## src/rtl/maze_solver_wf.sv

```systemverilog
// Wall-follower maze solver. A start request snapshots the maze and the hand
// rule, locates an opening on the bottom row (goal) and on the top row
// (entry), then walks the maze one move every three cycles with a right-
// or left-hand rule. The walk ends when the goal is reached, the move budget
// runs out, the walker is boxed in, or it comes back to its initial
// position and heading (it would only repeat itself from there).
module maze_solver_wf #(
    parameter int SIZE      = 9,
    parameter int N         = 4,
    parameter int MAX_STEPS = 1024,
    parameter int STEP_W    = 11
) (
    input  logic                      clk,
    input  logic                      rst,
    input  logic                      start,
    input  logic                      hand,
    input  logic [SIZE-1:0][SIZE-1:0] maze,
    output logic                      busy,
    output logic                      done,
    output logic                      found,
    output logic                      timeout,
    output logic [N-1:0]              x,
    output logic [N-1:0]              y,
    output logic [STEP_W-1:0]         steps,
    output logic [SIZE-1:0][SIZE-1:0] path
);

    typedef enum logic [2:0] {
        IDLE, FIND_STOP, FIND_START, VISIT, PICK, MOVE, DONE
    } state_t;

    // Clockwise order, so a right turn is +1 and a left turn is +3 (mod 4).
    typedef enum logic [1:0] {
        NORTH = 2'd0, EAST = 2'd1, SOUTH = 2'd2, WEST = 2'd3
    } heading_t;

    localparam logic [SIZE*SIZE-1:0] CELL_ONE = {{(SIZE*SIZE-1){1'b0}}, 1'b1};

    state_t                    state_q, state_d;
    heading_t                  heading_q, heading_d;
    logic [SIZE-1:0][SIZE-1:0] maze_q, maze_d;
    logic [SIZE-1:0][SIZE-1:0] path_q, path_d;
    logic                      hand_q, hand_d;
    logic [N-1:0]              gx_q, gx_d;
    logic [N-1:0]              sx_q, sx_d;
    logic [N-1:0]              x_q, x_d;
    logic [N-1:0]              y_q, y_d;
    logic [STEP_W-1:0]         steps_q, steps_d;
    logic                      busy_q, busy_d;
    logic                      done_q, done_d;
    logic                      found_q, found_d;
    logic                      timeout_q, timeout_d;
    heading_t                  firstDir, lastDir, backDir;

    // A cell outside the grid reads as a wall.
    function automatic logic cellOpen(input logic [SIZE-1:0][SIZE-1:0] m,
                                      input int cx, input int cy);
        logic [SIZE*SIZE-1:0] flat;
        if (cx < 0 || cx >= SIZE || cy < 0 || cy >= SIZE) return 1'b0;
        flat = m >> (cy * SIZE + cx);
        return ~flat[0];
    endfunction

    function automatic logic dirOpen(input logic [SIZE-1:0][SIZE-1:0] m,
                                     input logic [N-1:0] cx, input logic [N-1:0] cy,
                                     input heading_t d);
        int ix;
        int iy;
        ix = int'(cx);
        iy = int'(cy);
        case (d)
            NORTH:   iy = iy - 1;
            SOUTH:   iy = iy + 1;
            EAST:    ix = ix + 1;
            default: ix = ix - 1;
        endcase
        return cellOpen(m, ix, iy);
    endfunction

    function automatic heading_t turn(input heading_t h, input logic [1:0] amt);
        return heading_t'(h + amt);
    endfunction

    assign backDir  = turn(heading_q, 2'd2);
    assign firstDir = hand_q ? turn(heading_q, 2'd3) : turn(heading_q, 2'd1);
    assign lastDir  = hand_q ? turn(heading_q, 2'd1) : turn(heading_q, 2'd3);

    // State and datapath registers; reset clears everything, even mid-solve.
    always_ff @(posedge clk) begin
        if (!rst) begin
            state_q   <= IDLE;
            heading_q <= SOUTH;
            maze_q    <= '0;
            path_q    <= '0;
            hand_q    <= 1'b0;
            gx_q      <= '0;
            sx_q      <= '0;
            x_q       <= '0;
            y_q       <= '0;
            steps_q   <= '0;
            busy_q    <= 1'b0;
            done_q    <= 1'b0;
            found_q   <= 1'b0;
            timeout_q <= 1'b0;
        end else begin
            state_q   <= state_d;
            heading_q <= heading_d;
            maze_q    <= maze_d;
            path_q    <= path_d;
            hand_q    <= hand_d;
            gx_q      <= gx_d;
            sx_q      <= sx_d;
            x_q       <= x_d;
            y_q       <= y_d;
            steps_q   <= steps_d;
            busy_q    <= busy_d;
            done_q    <= done_d;
            found_q   <= found_d;
            timeout_q <= timeout_d;
        end
    end

    // Next-state logic: opening scans, then the visit/pick/move walk cycle.
    always_comb begin
        state_d   = state_q;
        heading_d = heading_q;
        maze_d    = maze_q;
        path_d    = path_q;
        hand_d    = hand_q;
        gx_d      = gx_q;
        sx_d      = sx_q;
        x_d       = x_q;
        y_d       = y_q;
        steps_d   = steps_q;
        busy_d    = busy_q;
        done_d    = done_q;
        found_d   = found_q;
        timeout_d = timeout_q;
        case (state_q)
            IDLE, DONE: begin
                if (start) begin
                    maze_d    = maze;
                    hand_d    = hand;
                    path_d    = '0;
                    steps_d   = '0;
                    done_d    = 1'b0;
                    found_d   = 1'b0;
                    timeout_d = 1'b0;
                    x_d       = '0;
                    gx_d      = '0;
                    heading_d = SOUTH;
                    busy_d    = 1'b1;
                    state_d   = FIND_STOP;
                end
            end
            FIND_STOP: begin
                if (cellOpen(maze_q, int'(gx_q), SIZE - 1)) begin
                    state_d = FIND_START;
                end else if (gx_q == N'(SIZE - 1)) begin
                    busy_d  = 1'b0;
                    done_d  = 1'b1;
                    state_d = DONE;
                end else begin
                    gx_d = gx_q + N'(1);
                end
            end
            FIND_START: begin
                if (cellOpen(maze_q, int'(x_q), 0)) begin
                    y_d     = '0;
                    sx_d    = x_q;
                    state_d = VISIT;
                end else if (x_q == N'(SIZE - 1)) begin
                    busy_d  = 1'b0;
                    done_d  = 1'b1;
                    state_d = DONE;
                end else begin
                    x_d = x_q + N'(1);
                end
            end
            VISIT: begin
                path_d = path_q | (CELL_ONE << (int'(y_q) * SIZE + int'(x_q)));
                if (x_q == gx_q && y_q == N'(SIZE - 1)) begin
                    found_d = 1'b1;
                    busy_d  = 1'b0;
                    done_d  = 1'b1;
                    state_d = DONE;
                end else begin
                    state_d = PICK;
                end
            end
            PICK: begin
                state_d = MOVE;
                if (steps_q == STEP_W'(MAX_STEPS)) begin
                    timeout_d = 1'b1;
                    busy_d    = 1'b0;
                    done_d    = 1'b1;
                    state_d   = DONE;
                end else if (dirOpen(maze_q, x_q, y_q, firstDir)) begin
                    heading_d = firstDir;
                end else if (dirOpen(maze_q, x_q, y_q, heading_q)) begin
                    heading_d = heading_q;
                end else if (dirOpen(maze_q, x_q, y_q, lastDir)) begin
                    heading_d = lastDir;
                end else if (dirOpen(maze_q, x_q, y_q, backDir)) begin
                    heading_d = backDir;
                end else begin
                    busy_d  = 1'b0;
                    done_d  = 1'b1;
                    state_d = DONE;
                end
            end
            MOVE: begin
                if (x_q == sx_q && y_q == '0 && heading_q == SOUTH && steps_q != '0) begin
                    busy_d  = 1'b0;
                    done_d  = 1'b1;
                    state_d = DONE;
                end else begin
                    case (heading_q)
                        NORTH:   y_d = y_q - N'(1);
                        SOUTH:   y_d = y_q + N'(1);
                        EAST:    x_d = x_q + N'(1);
                        default: x_d = x_q - N'(1);
                    endcase
                    steps_d = steps_q + STEP_W'(1);
                    state_d = VISIT;
                end
            end
            default: state_d = IDLE;
        endcase
    end

    assign busy    = busy_q;
    assign done    = done_q;
    assign found   = found_q;
    assign timeout = timeout_q;
    assign x       = x_q;
    assign y       = y_q;
    assign steps   = steps_q;
    assign path    = path_q;

endmodule

```

## config.mk

```make
export PLATFORM = sky130hd
export DESIGN_NAME = maze_solver_wf
export DESIGN_NICKNAME = d
export VERILOG_FILES = /design/src/rtl/maze_solver_wf.sv
export SDC_FILE = /design/constraint.sdc
export NUM_CORES = 1
export LEC_CHECK = 0
export ABC_AREA = 1
export CORE_MARGIN = 2
export CORE_UTILIZATION = 60
export CTS_BUF_LIST = sky130_fd_sc_hd__clkbuf_16
export CTS_CLUSTER_DIAMETER = 100
export DETAILED_ROUTE_END_ITERATION = 10
export GPL_ROUTABILITY_DRIVEN = 1
export GPL_TIMING_DRIVEN = 0
export PLACE_DENSITY = 0.85
export RECOVER_POWER = 25
export SETUP_SLACK_MARGIN = 0.1
export SLEW_MARGIN = 0
export SYNTH_ARGS = -nofsm -noshare
export SYNTH_HDL_FRONTEND = slang
export SYNTH_SLANG_ARGS = --single-unit
```

## constraint.sdc

```tcl
create_clock -name clk -period 16.4 [get_ports clk]
set_input_delay 4.92 -clock clk [delete_from_list [all_inputs] [get_ports clk]]
set_output_delay 4.92 -clock clk [all_outputs]
set_load 0.01 [all_outputs]
```

==> impl_metrics.env, run 1 <==
export IMPL_timing_rr_end="busy$_SDFFE_PN0P_"
export IMPL_critPathRequiredTime_ns=16.71
export IMPL_area_delta_synth_final_pct=18.0
export IMPL_nets=3091
export IMPL_htree_levels=4
export IMPL_numPortBuffers=188
export IMPL_tns_ns=0
export IMPL_cts_resized=0
export IMPL_numCtsBuffers=17
export IMPL_synth_area_per_cell_um2=6.25
export IMPL_start_util_pct=61.0
export IMPL_setup_viol=0
export IMPL_ys_seq_elements=199
export IMPL_synth_xor_area_share_pct=2.22
export IMPL_reg2reg_depth=37
export IMPL_ctsHoldBuffers=0
export IMPL_drive_above_1_share_pct=5.09
export IMPL_routed_wirelength_mm=60.2
export IMPL_hold_viol_final=0
export IMPL_grt_overflow=0
export IMPL_cts_root_buf="clkbuf_16"
export IMPL_min_from="timeout$_SDFFE_PN0P_"
export IMPL_yosysSeqAreaShare_pct=24.2
export IMPL_core_area_um2=27000
export IMPL_slew_headroom_pct=34.5
export IMPL_vias=19100
export IMPL_grt_max_degree=26
export IMPL_grt_pass1_wl_mm=93.5
export IMPL_diodes=0
export IMPL_worst_skew_pair_late_latency_ns=0.46
export IMPL_fin_area_um2=19400
export IMPL_rsz0062_at_grt="false"
export IMPL_violations="design-rule violations"
export IMPL_die_h_um=170
export IMPL_cts_setup_buffers=0
export IMPL_path_class="primary input to flop"
export IMPL_drt_pass1_iterations=11
export IMPL_cts_path_max_buffers=2
export IMPL_routedWlPerCell_um=18.9
export IMPL_dp_hpwl_mm=47.3
export IMPL_synth_area_um2=16400
export IMPL_min_delay_path_depth=2
export IMPL_routed_via_density=6.00
export IMPL_antenna_found_initial=0
export IMPL_ant_nets=0
export IMPL_start_kind="primary input"
export IMPL_yosysWarnings=0
export IMPL_status="finished, violations left"
export IMPL_post_route_period_util_pct=43.7
export IMPL_placed_cell_area_um2=18700
export IMPL_grt_use_total_pct=41.3
export IMPL_fin_skew_ns=0.0170
export IMPL_synth_edf_count=0
export IMPL_io_pins=189
export IMPL_cp_max_fo=10
export IMPL_synth_top_family_by_area="simple AND/OR/NAND/NOR gates"
export IMPL_synth_nets=2884
export IMPL_synthAdderAreaFrac_pct=14.0
export IMPL_ys_types=52
export IMPL_synth_compound_area_share_pct=13.4
export IMPL_die_width_um=170
export IMPL_worstMarginPinSlew_ns=0.975
export IMPL_arrival_ns=7.47
export IMPL_r2r_start="y[1]$_SDFFE_PN0P_"
export IMPL_grt_pass1_vias=18200
export IMPL_final_min_clock_period_ns=7.16
export IMPL_gp_congestion=1.08
export IMPL_synthCells=2628
export IMPL_synth_mux_area_share_pct=0
export IMPL_hold_path_end="timeout$_SDFFE_PN0P_"
export IMPL_die_area_um2=28700
export IMPL_max_freq_mhz=140
export IMPL_path_clk_slew_ns=0.10
export IMPL_cts_tree="done"
export IMPL_regToRegSetupSlack_ns=10.09
export IMPL_synthArstFlopShare_pct=0
export IMPL_hp_class="flop to flop"
export IMPL_drv_slew=0
export IMPL_end_kind="flop"
export IMPL_synth_ff_type="dfxtp_1"
export IMPL_std_cell_rows=60
export IMPL_synth_simple_area_share_pct=35.8
export IMPL_drcViolationCount=1
export IMPL_cap_violations=0
export IMPL_cts_sinks=199
export IMPL_drtIter0Drc=2197
## worst max-delay path: stages
cell and delay [ns]:
dlygate4sd3_1 0.55, nor2_1 0.05, inv_1 0.19, nand3_1 0.15
nor2_1 0.53, inv_2 0.10, buf_4 0.20, buf_2 0.20
o21ai_0 0.45, a21oi_1 0.12
## layer usage
metal | track usage (%) | wire length (um) | vias up
met5 | 0 | 0 | -
met3 | 8.63 | 7150 | 222
met4 | 19.1 | 2770 | 0
li1 | - | - | 8979
met1 | 52.7 | 23600 | 8710
met2 | 67.1 | 26700 | 1212
## how the worst max path moves through the flow
stage | from | to | slack (ns) | depth (start not counted)
after floorplan | start | maze_q[3]$_SDFFE_PN0P_ | 10.47 | 9
after global placement | rst | maze_q[10]$_SDFFE_PN0P_ | 9.16 | 5
after detailed placement | rst | maze_q[0]$_SDFFE_PN0P_ | 9.05 | 5
after CTS | rst | maze_q[0]$_SDFFE_PN0P_ | 9.50 | 5
after global routing | start | hand_q$_SDFFE_PN0P_ | 9.18 | 10
final | start | maze_q[0]$_SDFFE_PN0P_ | 9.24 | 10
## synthesized netlist by cell type (all sizes together), types with 8 or more instances
| cell | n | area, um2 |
|---|---|---|
| inv | 307 | 1160 |
| xor2 | 32 | 295 |
| o21ai | 160 | 808 |
| xnor2 | 8 | 70.1 |
| nand2 | 683 | 2570 |
| o211ai | 18 | 145 |
| nand4 | 43 | 269 |
| ha | 149 | 1860 |
| buf | 62 | 384 |
| nor2 | 341 | 1320 |
| clkbuf | 42 | 158 |
| nor3 | 35 | 200 |
| a21oi | 209 | 1050 |
| dfxtp | 199 | 3980 |
| fa | 22 | 440 |
| nand3 | 272 | 1380 |
## flip-flops by register name, summed over array words and instances, names as in the netlist
| register | cells |
|---|---|
| steps | 11 |
| busy | 1 |
| maze_q | 81 |
| done | 1 |
| gx_q | 4 |
| sx_q | 4 |
| y | 4 |
| timeout | 1 |
| hand_q | 1 |
| heading_q | 2 |
| found | 1 |
| x | 4 |
| state_q | 3 |
| path | 81 |
## placed cells by master, fill, tap and decap left out, types with 16 or more instances in the layout
| cell | n |
|---|---|
| clkdlybuf4s50_1 | 132 |
| inv_1 | 288 |
| fa_1 | 22 |
| nor2_1 | 333 |
| nor3_1 | 31 |
| xor2_1 | 30 |
| nand3_1 | 268 |
| clkbuf_1 | 42 |
| clkbuf_16 | 17 |
| dlygate4sd3_1 | 56 |
| nand2_1 | 680 |
| o211ai_1 | 16 |
| o21ai_1 | 16 |
| nand4_1 | 43 |
| ha_1 | 149 |
| buf_2 | 40 |
| inv_2 | 17 |
| o21ai_0 | 142 |
| a21oi_1 | 207 |
| dfxtp_1 | 199 |
## area by class of cell
| type | instances | area (um2) |
|---|---|---|
| tap | 341 | 427 |
| timing repair buffer | 188 | 1880 |
| multi-input combinational | 2017 | 10700 |
| clock buffer | 17 | 425 |
| buffer | 104 | 542 |
| sequential | 199 | 3980 |
| clock inverter | 15 | 233 |
| fill | 2256 | 7560 |
| inverter | 308 | 1160 |
## cell families after synthesis
kind of cell	after synthesis
AOI/OAI and AO/OA	413
DFF	199
buffers and inverters	412
xor gates and xnor gates	40
adders and majority gates	171
and+or+nand+nor	1393
## through the flow
stage | hold WS, ns | utilization (%) | std cells | worst slack [ns]
after CTS | 0.462 | 72.0 | 3189 | 9.50
after floorplan | 0.441 | - | 2628 | 10.47
after global routing | 0.486 | 71.9 | 3189 | 9.18
after global placement | 0.445 | 69.5 | 3157 | 9.16
final | 0.455 | 71.9 | 3189 | 9.24
after detailed placement | 0.449 | 69.5 | 3157 | 9.05
Power of run 1 is not shown: default switching activity piles up to over one toggle a cycle in this logic, so the estimate is an artifact.
==> run 2, diff against run 1 <==
CORE_UTILIZATION = 52   (was 60)
PLACE_DENSITY = 0.78   (was 0.85)
clock period = 5.9 ns   (was 16.4 ns; I/O delays follow)
==> impl_metrics.env, run 2 (synthesized netlist as in run 1, its figures left out) <==
export IMPL_drive_above_1_share_pct=9.25
export IMPL_area_delta_synth_final_pct=23.7
export IMPL_cts_tree="done"
export IMPL_std_cell_rows=65
export IMPL_gp_congestion=1.06
export IMPL_grt_pass1_wl_mm=93.9
export IMPL_slew_headroom_pct=36.2
export IMPL_hp_class="flop to flop"
export IMPL_cts_path_max_buffers=2
export IMPL_die_width_um=182
export IMPL_fin_cells=3279
export IMPL_dp_hpwl_mm=47.7
export IMPL_fin_area_um2=20300
export IMPL_arrival_ns=5.96
export IMPL_final_min_clock_period_ns=5.65
export IMPL_grt_overflow=0
export IMPL_grt_max_degree=25
export IMPL_drt_pass1_iterations=7
export IMPL_final_common_cell="nand2_1"
export IMPL_worstMarginPinSlew_ns=0.951
export IMPL_cts_sinks=199
export IMPL_nets=3119
export IMPL_fin_skew_ns=0.0117
export IMPL_final_util_pct=64.9
export IMPL_antenna_found_initial=1
export IMPL_end_kind="flop"
export IMPL_numCtsBuffers=17
export IMPL_grt_pass1_vias=17600
export IMPL_path_clk_slew_ns=0.09
export IMPL_vias=19000
export IMPL_path_class="flop to flop"
export IMPL_die_h_um=182
export IMPL_max_freq_mhz=177
export IMPL_rsz0062_at_grt="true"
export IMPL_die_area_um2=33000
export IMPL_placed_cell_area_um2=18800
export IMPL_setup_viol=0
export IMPL_min_delay_path_depth=2
export IMPL_drtIter0Drc=1935
export IMPL_ctsHoldBuffers=0
export IMPL_io_pins=189
export IMPL_hold_viol_final=0
export IMPL_cp_max_fo=7
export IMPL_drv_slew=0
export IMPL_drcViolationCount=0
export IMPL_critPathRequiredTime_ns=6.21
export IMPL_status="finished, final reports clean"
export IMPL_grt_use_total_pct=35.9
export IMPL_worst_skew_pair_late_latency_ns=0.45
export IMPL_routed_wirelength_mm=61.4
export IMPL_htree_levels=4
export IMPL_numPortBuffers=188
export IMPL_crit_slowest_cell="fa_1"
export IMPL_ant_nets=0
export IMPL_post_route_period_util_pct=95.7
export IMPL_post_place_cells=3218
export IMPL_fin_hold_ws_ns=0.458
export IMPL_routedWlPerCell_um=18.7
export IMPL_cts_root_buf="clkbuf_16"
export IMPL_routed_via_density=5.78
export IMPL_start_kind="flop"
export IMPL_crit_top_cell="nor2_1"
export IMPL_reg2reg_depth=34
export IMPL_final_cell_mix="666 x nand2_1, 319 x nor2_1, 278 x inv_1"
export IMPL_core_area_um2=31300
export IMPL_critPathMaxStageDelay_ns=0.50
export IMPL_start_util_pct=52.5
export IMPL_cap_violations=0
## run 2: cell types whose count changed in the layout (fill, tap and decap cells not counted), sizes merged
cell | previous run | this run
dlygate4sd3 | 56 | 57
clkinvlp | 0 | 1
inv | 318 | 316
buf | 62 | 90
clkinv | 5 | 6
diode | 0 | 1
clkdlybuf4s50 | 132 | 131
## run 2: cell type report
| class | count | area (um2) |
|---|---|---|
| repair buffers | 216 | 2100 |
| clock inverters | 15 | 224 |
| plain buffers | 104 | 556 |
| well taps | 402 | 503 |
| fillers | 2865 | 11000 |
| diodes | 1 | 2.50 |
| clock buffers | 17 | 425 |
| multi-input cells | 2017 | 11300 |
| flip-flops and latches | 199 | 4010 |
| inverters | 308 | 1190 |
## run 2: timing repair
item                       CTS  global route
resized for setup           33           114
cloned                       0             0
pin swaps                    2            62
setup endpoints to repair    6             6
setup buffers                3            25
## run 2: worst max-delay path, delay by kind of cell, from the launching register on
family	cells	cell delay, ns
DFF	1	0.38
adders and majority gates	6	1.91
AOI/OAI and AO/OA	4	0.56
and+or+nand+nor	19	2.21
buffers and inverters	5	0.41
## run 2: stage by stage
| step | setup WS [ns] | setup TNS [ns] |
|---|---|---|
| finish | 0.252 | 0 |
| global placement | -0.221 | -0.824 |
| global route | -0.0306 | -0.0306 |
| detailed placement | -0.314 | -1.51 |
| CTS | 0.105 | 0 |
| floorplan | 0.654 | 0 |
## run 2: path summary, 6_finish.rpt
check | slack (ns) | end | start
worst max register to register | 0.25 | busy$_SDFFE_PN0P_ | heading_q[1]$_SDFFE_PN1P_
worst min-delay path | 0.46 | timeout$_SDFFE_PN0P_ | timeout$_SDFFE_PN0P_
worst min register to register | 0.46 | timeout$_SDFFE_PN0P_ | timeout$_SDFFE_PN0P_
worst max-delay path | 0.25 | busy$_SDFFE_PN0P_ | heading_q[1]$_SDFFE_PN1P_
## run 2: metal layers
layer / part of all wire, % / GRT usage (%) / wire, um / vias up
met1: 43 / 49.0 / 26200 / 8787
met3: 9.3 / 5.86 / 5740 / 166
met2: 44 / 57.2 / 27000 / 961
met4: 4.1 / 13.4 / 2510 / 0
li1: - / - / - / 9036
met5: 0 / 0 / 0 / -
Power of run 2 is left out for the same reason.
